## config.mk

```make
export PLATFORM = sky130hd
export DESIGN_NAME = simon_pad_renderer_flat
export DESIGN_NICKNAME = d
export VERILOG_FILES = /design/src/rtl/simon_pkg.sv /design/src/rtl/simon_pad_renderer_if.sv /design/src/rtl/pad_coord_lut.sv /design/src/rtl/simon_pad_renderer.sv /design/src/flat_wrapper.sv
export SDC_FILE = /design/constraint.sdc
export NUM_CORES = 1
export LEC_CHECK = 0
export BUFFER_PORTS_ARGS = -buffer_cell sky130_fd_sc_hd__buf_2
export CELL_PAD_IN_SITES_DETAIL_PLACEMENT = 0
export CELL_PAD_IN_SITES_GLOBAL_PLACEMENT = 1
export CORE_ASPECT_RATIO = 0.7
export CORE_MARGIN = 4
export CORE_UTILIZATION = 39
export DETAILED_ROUTE_END_ITERATION = 8
export MAX_ROUTING_LAYER = met4
export PLACE_DENSITY_LB_ADDON = 0.1
export SLEW_MARGIN = 20
export SYNTH_ARGS = -nofsm -noshare
export SYNTH_HDL_FRONTEND = slang
export SYNTH_SLANG_ARGS = --single-unit
```

## constraint.sdc

```tcl
create_clock -name clock -period 2.4 [get_ports clock]
set_clock_uncertainty 0.2 [all_clocks]
set_input_delay 0.6 -clock clock [delete_from_list [all_inputs] [get_ports clock]]
set_output_delay 0.6 -clock clock [all_outputs]
set_load 0.01 [all_outputs]
```

## src/rtl/simon_pkg.sv

```systemverilog
// Shared definitions for the Simon pad renderer and its neighbours.
// Holds the FSM state encoding, default colours, the default 4-pad coordinate
// tables, the direction encoding shared with the input decoder, and the
// plot command payload.
package simon_pkg;

    localparam int unsigned X_W     = 8;
    localparam int unsigned Y_W     = 7;
    localparam int unsigned COLOR_W = 3;

    typedef enum logic [2:0] {
        START_WAIT = 3'd0,
        INIT_DRAW  = 3'd1,
        READY      = 3'd2,
        LIGHT      = 3'd3,
        HOLD       = 3'd4,
        RESTORE    = 3'd5
    } state_e;

    // Direction encoding used by the input decoder; doubles as the pad index.
    typedef enum logic [1:0] {
        DIR_UP    = 2'd0,
        DIR_DOWN  = 2'd1,
        DIR_RIGHT = 2'd2,
        DIR_LEFT  = 2'd3
    } dir_e;

    localparam logic [COLOR_W-1:0] DEF_IDLE_COLOR   = 3'b111;
    localparam logic [COLOR_W-1:0] DEF_ACTIVE_COLOR = 3'b010;

    // Pad 0 occupies the least significant field.
    localparam logic [4*X_W-1:0] DEF_PAD_X_TABLE = {8'd74, 8'd82, 8'd78, 8'd78};
    localparam logic [4*Y_W-1:0] DEF_PAD_Y_TABLE = {7'd58, 7'd58, 7'd62, 7'd54};

    typedef struct packed {
        logic [X_W-1:0]     x;
        logic [Y_W-1:0]     y;
        logic [COLOR_W-1:0] color;
    } plot_cmd_t;

endpackage

```

## src/rtl/simon_pad_renderer_if.sv

```systemverilog
// Handshake bundle between the renderer, the playback source and the plotter.
//   pb_valid/pb_pad/pb_ready         : playback highlight requests
//   plot_valid/plot_ready/out_x/out_y/out_color : plot commands to the plotter
// master = renderer side, slave = surrounding logic / plotter side.
interface simon_pad_renderer_if
    import simon_pkg::*;
#(
    parameter int unsigned PAD_W = 2
);
    logic               pb_valid;
    logic [PAD_W-1:0]   pb_pad;
    logic               pb_ready;
    logic               plot_valid;
    logic               plot_ready;
    logic [X_W-1:0]     out_x;
    logic [Y_W-1:0]     out_y;
    logic [COLOR_W-1:0] out_color;

    modport master (
        input  pb_valid, pb_pad, plot_ready,
        output pb_ready, plot_valid, out_x, out_y, out_color
    );

    modport slave (
        output pb_valid, pb_pad, plot_ready,
        input  pb_ready, plot_valid, out_x, out_y, out_color
    );
endinterface

```

## src/rtl/pad_coord_lut.sv

```systemverilog
// Combinational pad index -> screen coordinate lookup.
//   idx     : pad index (only values below N_PADS select a table entry)
//   pad_x_c : x coordinate of the pad, 0 for an index outside the table
//   pad_y_c : y coordinate of the pad, 0 for an index outside the table
module pad_coord_lut
    import simon_pkg::*;
#(
    parameter int unsigned             N_PADS      = 4,
    parameter int unsigned             PAD_W       = 2,
    parameter logic [N_PADS*X_W-1:0]   PAD_X_TABLE = (N_PADS*X_W)'(DEF_PAD_X_TABLE),
    parameter logic [N_PADS*Y_W-1:0]   PAD_Y_TABLE = (N_PADS*Y_W)'(DEF_PAD_Y_TABLE)
) (
    input  logic [PAD_W-1:0] idx,
    output logic [X_W-1:0]   pad_x_c,
    output logic [Y_W-1:0]   pad_y_c
);

    // Compare against each entry so an out-of-table index never slices past the table.
    always_comb begin
        pad_x_c = '0;
        pad_y_c = '0;
        for (int unsigned i = 0; i < N_PADS; i++) begin
            if (idx == PAD_W'(i)) begin
                pad_x_c = PAD_X_TABLE[i*X_W +: X_W];
                pad_y_c = PAD_Y_TABLE[i*Y_W +: Y_W];
            end
        end
    end

endmodule

```

## src/rtl/simon_pad_renderer.sv

```systemverilog
// Simon pad renderer: draws N_PADS pads once on begin_signal, then lights one
// pad per request (player click or playback handshake), holds it, and
// restores it, issuing one plot command per pad update.
//   clock, reset_n      : clock, asynchronous active-low reset
//   begin_signal        : start the initial draw (only honoured in START_WAIT)
//   mode                : 0 = player input, 1 = playback
//   clicked, direction  : player button level and selected pad
//   busy                : high outside START_WAIT and READY
//   pad_done            : one-cycle pulse when a restore plot is accepted
//   bad_pad             : one-cycle pulse for a request index >= N_PADS
//   bus                 : playback request and plot command handshakes
module simon_pad_renderer
    import simon_pkg::*;
#(
    parameter int unsigned             N_PADS       = 4,
    parameter int unsigned             PAD_W        = 2,
    parameter logic [N_PADS*X_W-1:0]   PAD_X_TABLE  = (N_PADS*X_W)'(DEF_PAD_X_TABLE),
    parameter logic [N_PADS*Y_W-1:0]   PAD_Y_TABLE  = (N_PADS*Y_W)'(DEF_PAD_Y_TABLE),
    parameter logic [COLOR_W-1:0]      IDLE_COLOR   = DEF_IDLE_COLOR,
    parameter logic [COLOR_W-1:0]      ACTIVE_COLOR = DEF_ACTIVE_COLOR,
    parameter int unsigned             HOLD_CYCLES  = 25000000,
    parameter int unsigned             HOLD_W       = 25
) (
    input  logic                clock,
    input  logic                reset_n,
    input  logic                begin_signal,
    input  logic                mode,
    input  logic                clicked,
    input  logic [PAD_W-1:0]    direction,
    output logic                busy,
    output logic                pad_done,
    output logic                bad_pad,
    simon_pad_renderer_if.master bus
);

    state_e             state_q, state_n;
    logic [PAD_W-1:0]   idx_q, idx_n;
    logic               mode_q, mode_n;
    logic [HOLD_W-1:0]  hold_q, hold_n;
    logic               clicked_q;
    logic               plot_valid_q, plot_valid_n;
    logic [COLOR_W-1:0] color_n;
    logic               pad_done_q, pad_done_n;
    logic               bad_pad_q, bad_pad_n;
    plot_cmd_t          cmd_q;

    logic               click_evt_c;
    logic               xfer_c;
    logic               req_c;
    logic [PAD_W-1:0]   req_idx_c;
    logic               req_ok_c;
    logic [X_W-1:0]     lut_x_c;
    logic [Y_W-1:0]     lut_y_c;

    assign click_evt_c = clicked & ~clicked_q;
    assign xfer_c      = plot_valid_q & bus.plot_ready;

    // Only the currently selected source can raise a request.
    assign req_idx_c   = mode ? bus.pb_pad : direction;
    assign req_c       = mode ? bus.pb_valid : click_evt_c;
    assign req_ok_c    = 32'(req_idx_c) < N_PADS;

    // Next-state and next-output logic.
    always_comb begin
        state_n      = state_q;
        idx_n        = idx_q;
        mode_n       = mode_q;
        hold_n       = hold_q;
        plot_valid_n = plot_valid_q;
        color_n      = cmd_q.color;
        pad_done_n   = 1'b0;
        bad_pad_n    = 1'b0;

        unique case (state_q)
            START_WAIT: begin
                if (begin_signal) begin
                    state_n      = INIT_DRAW;
                    idx_n        = '0;
                    plot_valid_n = 1'b1;
                    color_n      = IDLE_COLOR;
                end
            end
            INIT_DRAW: begin
                if (xfer_c) begin
                    if (32'(idx_q) == N_PADS - 1) begin
                        state_n      = READY;
                        plot_valid_n = 1'b0;
                    end else begin
                        idx_n = idx_q + PAD_W'(1);
                    end
                end
            end
            READY: begin
                if (req_c) begin
                    if (req_ok_c) begin
                        state_n      = LIGHT;
                        idx_n        = req_idx_c;
                        mode_n       = mode;
                        plot_valid_n = 1'b1;
                        color_n      = ACTIVE_COLOR;
                    end else begin
                        bad_pad_n = 1'b1;
                    end
                end
            end
            LIGHT: begin
                if (xfer_c) begin
                    state_n      = HOLD;
                    plot_valid_n = 1'b0;
                    hold_n       = HOLD_W'(HOLD_CYCLES - 1);
                end
            end
            HOLD: begin
                // Player holds until release; playback holds for a fixed count.
                if (mode_q ? (hold_q == '0) : !clicked) begin
                    state_n      = RESTORE;
                    plot_valid_n = 1'b1;
                    color_n      = IDLE_COLOR;
                end else if (mode_q) begin
                    hold_n = hold_q - HOLD_W'(1);
                end
            end
            RESTORE: begin
                if (xfer_c) begin
                    state_n      = READY;
                    plot_valid_n = 1'b0;
                    pad_done_n   = 1'b1;
                end
            end
            default: state_n = START_WAIT;
        endcase
    end

    // Coordinates follow the next index so they land with plot_valid.
    pad_coord_lut #(
        .N_PADS      (N_PADS),
        .PAD_W       (PAD_W),
        .PAD_X_TABLE (PAD_X_TABLE),
        .PAD_Y_TABLE (PAD_Y_TABLE)
    ) u_lut (
        .idx     (idx_n),
        .pad_x_c (lut_x_c),
        .pad_y_c (lut_y_c)
    );

    // State and registered outputs.
    always_ff @(posedge clock or negedge reset_n) begin
        if (!reset_n) begin
            state_q      <= START_WAIT;
            idx_q        <= '0;
            mode_q       <= 1'b0;
            hold_q       <= '0;
            clicked_q    <= 1'b0;
            plot_valid_q <= 1'b0;
            pad_done_q   <= 1'b0;
            bad_pad_q    <= 1'b0;
            cmd_q        <= '0;
        end else begin
            state_q      <= state_n;
            idx_q        <= idx_n;
            mode_q       <= mode_n;
            hold_q       <= hold_n;
            clicked_q    <= clicked;
            plot_valid_q <= plot_valid_n;
            pad_done_q   <= pad_done_n;
            bad_pad_q    <= bad_pad_n;
            // While stalled idx_n and color_n are unchanged, so the command stays stable.
            if (plot_valid_n) begin
                cmd_q <= '{x: lut_x_c, y: lut_y_c, color: color_n};
            end
        end
    end

    assign busy          = (state_q != START_WAIT) && (state_q != READY);
    assign bus.pb_ready  = (state_q == READY) && mode;
    assign bus.plot_valid = plot_valid_q;
    assign bus.out_x     = cmd_q.x;
    assign bus.out_y     = cmd_q.y;
    assign bus.out_color = cmd_q.color;
    assign pad_done      = pad_done_q;
    assign bad_pad       = bad_pad_q;

endmodule
```

## src/flat_wrapper.sv

```systemverilog
// flat-port wrapper written by rule: the top's interface ports become plain ports
module simon_pad_renderer_flat import simon_pkg::*;
#(
    parameter int unsigned             N_PADS       = 4,
    parameter int unsigned             PAD_W        = 2,
    parameter logic [N_PADS*X_W-1:0]   PAD_X_TABLE  = (N_PADS*X_W)'(DEF_PAD_X_TABLE),
    parameter logic [N_PADS*Y_W-1:0]   PAD_Y_TABLE  = (N_PADS*Y_W)'(DEF_PAD_Y_TABLE),
    parameter logic [COLOR_W-1:0]      IDLE_COLOR   = DEF_IDLE_COLOR,
    parameter logic [COLOR_W-1:0]      ACTIVE_COLOR = DEF_ACTIVE_COLOR,
    parameter int unsigned             HOLD_CYCLES  = 25000000,
    parameter int unsigned             HOLD_W       = 25
)
  (clock, reset_n, begin_signal, mode, clicked, direction, busy, pad_done, bad_pad, bus_pb_valid, bus_pb_pad, bus_plot_ready, bus_pb_ready, bus_plot_valid, bus_out_x, bus_out_y, bus_out_color);
  simon_pad_renderer_if #(.PAD_W(PAD_W)) bus_i ();
  input  logic clock;
  input  logic reset_n;
  input  logic begin_signal;
  input  logic mode;
  input  logic clicked;
  input  logic [PAD_W-1:0] direction;
  output logic busy;
  output logic pad_done;
  output logic bad_pad;
  input wire logic [$bits(bus_i.pb_valid)-1:0] bus_pb_valid;
  input wire logic [$bits(bus_i.pb_pad)-1:0] bus_pb_pad;
  input wire logic [$bits(bus_i.plot_ready)-1:0] bus_plot_ready;
  output wire logic [$bits(bus_i.pb_ready)-1:0] bus_pb_ready;
  output wire logic [$bits(bus_i.plot_valid)-1:0] bus_plot_valid;
  output wire logic [$bits(bus_i.out_x)-1:0] bus_out_x;
  output wire logic [$bits(bus_i.out_y)-1:0] bus_out_y;
  output wire logic [$bits(bus_i.out_color)-1:0] bus_out_color;
  assign bus_i.pb_valid = bus_pb_valid;
  assign bus_i.pb_pad = bus_pb_pad;
  assign bus_i.plot_ready = bus_plot_ready;
  assign bus_pb_ready = bus_i.pb_ready;
  assign bus_plot_valid = bus_i.plot_valid;
  assign bus_out_x = bus_i.out_x;
  assign bus_out_y = bus_i.out_y;
  assign bus_out_color = bus_i.out_color;
  simon_pad_renderer #(.N_PADS(N_PADS), .PAD_W(PAD_W), .PAD_X_TABLE(PAD_X_TABLE), .PAD_Y_TABLE(PAD_Y_TABLE), .IDLE_COLOR(IDLE_COLOR), .ACTIVE_COLOR(ACTIVE_COLOR), .HOLD_CYCLES(HOLD_CYCLES), .HOLD_W(HOLD_W)) u_core (.clock(clock), .reset_n(reset_n), .begin_signal(begin_signal), .mode(mode), .clicked(clicked), .direction(direction), .busy(busy), .pad_done(pad_done), .bad_pad(bad_pad), .bus(bus_i));
endmodule
```

==> impl_summary.txt <==
----------------------------------------------------
[Outcome]
  Run status ... finished clean

[Critical path]
  Crit path required time ... 2.38 ns
  Count of buffering cells on the critical path with inverters included ... 0
  Largest driver fanout on the critical path ... 5
  Arrival time at the worst endpoint ... 2.25 ns
  Cell with the biggest individual delay on the critical path ... sky130_fd_sc_hd__dfrtp_1
  Worst path max stage delay ... 0.43 ns
  Worst setup SP type ... flop
  Cell depth of the worst setup path ... 5
  Largest delay contributor family on the critical path ... simple AND/OR/NAND/NOR gates
  Capture instance of the worst register-to-register path ... u_core.bus.out_y[3]
  Category of the most critical setup path ... flop to flop
  Setup slack of the most critical reg-to-reg path ... 0.13 ns
  Cells along the critical path ... or3_4, nand4b_1, o31a_1, o21ai_4, mux2_2
  Startpoint of the worst-slack reg-to-reg timing path ... u_core.hold_q[3]
  Worst Setup End Kind ... flop
  Crit path capture ... u_core.bus.out_y[3]
  Source of the critical timing path ... u_core.hold_q[3]
  Depth of the worst register-to-register path ... 5

[Routing]
  Number of vias in the routed layout ... ~1.9k
  Remaining number of nets flagged by the antenna check after routing ... 0
  DR WL/cell ... 15.4 um
  Initial DRC Count ... 94
  Via/cell ratio ... 5.32
  WL final ... 5610 um
  1st-pass router iterations ... 4
  Detailed-route DRC error count ... 0

[Timing]
  Final cycle utilization of the critical path ... 0.946
  Unrepaired setup endpoints after global routing ... no
  Setup Total Neg Slack ... 0 ns
  Setup Viol. Count Final ... 0
  Max Clk Rate ... roughly 440 MHz
  Fin. max-slew vios ... 0
  Final critical path time including I/O delays and setup ... roughly 2.3 ns
  Smallest setup slack after layout ... 0.129 ns
  Final Hold Fails ... 0

[CTS]
  CTS sink count ... 41
  TritonCTS clock tree ... yes
  Post-CTS clock slew at the launch and capture registers of the worst setup and hold paths ... 0.08 ns
  Total clock buffers created by CTS ... 5
  CTS H-tree depth ... 2
  CTS Buffer Depth ... 2
  Hold-fix buffer count after cts ... 0
  Clock latency reported for the late side of the worst-skew pair ... just under 0.3 ns
  Cell at the root of the clock tree ... sky130_fd_sc_hd__clkbuf_8

[Cells and area]
  Number of nets in the layout ... just over 300
  Number of diodes ... 0
  Final core area utilization ... 0.474
  Area growth from synthesis to layout ... 16.3%
  Fraction of layout cells with a size suffix above 1 ... 0.269
  Non-filler cells, final ... 365

[Hold path]
  HP Class ... input pin to asynchronous set/reset pin

[Logic synthesis]
  Synth Area per Inst ... 9.62 um^2
  Number of storage elements in the synthesis netlist ... 41
  FFs w/ async S/R, synth ... 1.00
  Post-synth top area share ... 0.435
  Top cells by instance count after synthesis ... sky130_fd_sc_hd__dfrtp_1 (41), sky130_fd_sc_hd__nor2_1 (21), sky130_fd_sc_hd__a21oi_1 (14)
  Main synth FF type ... sky130_fd_sc_hd__dfrtp_1
  Area leader, netlist ... sky130_fd_sc_hd__dfrtp_1
  Number of distinct library cells after synthesis ... 64
  Most used standard cell by instance count after synthesis ... sky130_fd_sc_hd__dfrtp_1
  Sequential fraction of the synthesis area ... 0.435
  Number of enable-type register cells in the synthesized netlist ... 0
  Synthesized cell area ... between 0.002 and 0.0025 mm^2
  Synth area leaders ... sky130_fd_sc_hd__dfrtp_1 (44%), sky130_fd_sc_hd__buf_4 (3.8%), sky130_fd_sc_hd__nor2_1 (3.3%)
  Yosys warns ... 0
  Synthesized instance count ... roughly 250

[Die]
  Number of top-level design ports ... 34
  Die W ... 101 um
  Initial core utilization ... 0.407
  Placeable core region ... 0.00578 mm^2
  DIE AREA ... around 0.0074 mm^2
  Core Rows ... 23
  Die height ... approximately 73 um

[Global routing]
  Global routing usage summed across all routing layers ... 0.161
  Number of global-route vias before repair ... ~1.7k
  Initial antenna violation count ... 0
  Global-route wire length before repair ... 8870 um
  Largest net degree at the start of global routing ... 18
  GRT overflow ... 0

[Placed design]
  Weighted congestion reported at the end of routability-driven placement ... about 0.78
  Half-perimeter wire length after detailed placement ... 4270 um
  Placement-stage worst setup slack ... -0.0134 ns
  Count of placed standard cells including taps ... 356
  Quantity of I/O buffers inserted on ports ... 27

[Pwr]
  Switching Power ... 960 uW
  Proportion of total power due to net switching ... 0.389
  Reported leakage power ... between 0.001 and 0.0015 uW
  Sequential Power Share ... 0.417
  Total power density per cell area ... 902 mW/mm^2
  Peak supply drop ... ~430 uV
  Power share of the clock group ... 0.178
  Proportion of power drawn by combinational gates ... 0.405
  Internal power summed over all cells ... roughly 1500 uW

[Flow run]
  Number of maximum-capacitance constraint violations ... 0

----------------------------------------------------
flip-flops by register name, summed over array words and instances (netlist names):
register               flops
u_core.bus.out_color       2
u_core.bus.plot_valid      1
u_core.hold_q             25
u_core.mode_q              1
u_core.state_q             3
u_core.bus.out_y           1
u_core.pad_done            1
u_core.clicked_q           1
u_core.bus.out_x           4
u_core.idx_q               2
timing repair:
| item | in CTS | in global routing |
|---|---|---|
| setup buffers | 0 | 1 |
| endpoints found under the setup margin | 1 | 3 |
| pin swaps | 0 | 0 |
| cloned | 0 | 0 |
| resized for setup | 1 | 1 |
logic make-up after synthesis:
logic type      count (synthesis)  share of synthesized area
simple gates                   99                      0.250
buf+inv                        28                     0.0749
xor+xnor                        4                     0.0149
other cells                     1                    0.00159
compound gates                 60                      0.168
fa+ha+maj                       2                     0.0106
flops                          41                      0.435
mux                            10                     0.0446
layer usage:
layer	vias to the layer above	wire length [um]	track usage
met1	934	3220	0.262
met2	34	2110	0.195
li1	969	-	-
met4	0	42	0.0369
met5	-	0	-
met3	5	234	0.0344
stage by stage:
step / power (uW) / hold WS [ns] / cell area (um^2)
2_1_floorplan: 1670 / 0.104 / 2370
3_3_place_gp: 2040 / 0.252 / 2640
3_5_place_dp: 2040 / 0.251 / 2640
4_1_cts: 2490 / 0.0650 / 2730
5_1_grt: 2660 / 0.0660 / 2740
6_report: 2470 / 0.0516 / 2740
power groups by stage:
| stage | Combinational (uW) | Sequential (uW) | Clock [uW] |
|---|---|---|---|
| 6_report | 1000 | 1030 | 439 |
| 5_1_grt | 1110 | 1060 | 484 |
| 4_1_cts | 1010 | 1030 | 457 |
| 3_5_place_dp | 1000 | 1040 | 0 |
| 3_3_place_gp | 1000 | 1040 | 0 |
| 2_1_floorplan | 667 | 1000 | 0 |
area by class of cell:
| type | count | area, um^2 |
|---|---|---|
| flip-flops and latches | 41 | 1030 |
| inverters | 8 | 30.0 |
| clock inverters | 2 | 10.0 |
| multi-input cells | 181 | 1180 |
| repair buffers | 52 | 323 |
| fillers | 557 | 3050 |
| clock buffers | 6 | 72.6 |
| well taps | 75 | 93.8 |
placed cells by master (no fill, tap or decap), types with 5 or more instances in the layout:
cell type,instances
sky130_fd_sc_hd__o21ai_1,5
sky130_fd_sc_hd__conb_1,6
sky130_fd_sc_hd__mux2i_1,6
sky130_fd_sc_hd__nor3_1,6
sky130_fd_sc_hd__nand2_1,11
sky130_fd_sc_hd__buf_2,27
sky130_fd_sc_hd__nand3_1,11
sky130_fd_sc_hd__a21oi_1,14
sky130_fd_sc_hd__dfrtp_1,41
sky130_fd_sc_hd__buf_4,25
sky130_fd_sc_hd__or4_1,5
sky130_fd_sc_hd__o21ai_0,13
sky130_fd_sc_hd__clkbuf_8,5
sky130_fd_sc_hd__or3_1,9
sky130_fd_sc_hd__and3_1,5
sky130_fd_sc_hd__nor2_1,21
sky130_fd_sc_hd__o31ai_1,6
sky130_fd_sc_hd__inv_1,7
worst min-delay path by stage:
stage                                          to               startpoint  slack (ns)
final                           u_core.hold_q[17]                  reset_n        0.05
after global routing            u_core.hold_q[17]                  reset_n        0.07
after CTS                       u_core.hold_q[17]                  reset_n        0.07
after detailed placement  u_core.bus.out_color[1]  u_core.bus.out_color[1]        0.25
after global placement    u_core.bus.out_color[1]  u_core.bus.out_color[1]        0.25
after floorplan           u_core.bus.out_color[0]                  reset_n        0.10
worst register-to-register path, delay by kind of cell (launching register included):
kind	cells	cell delay [ns]
and+or+nand+nor	2	0.65
DFF	1	0.43
AOI/OAI and AO/OA	2	0.53
muxes	1	0.36
(Power assumes the default switching activity.)
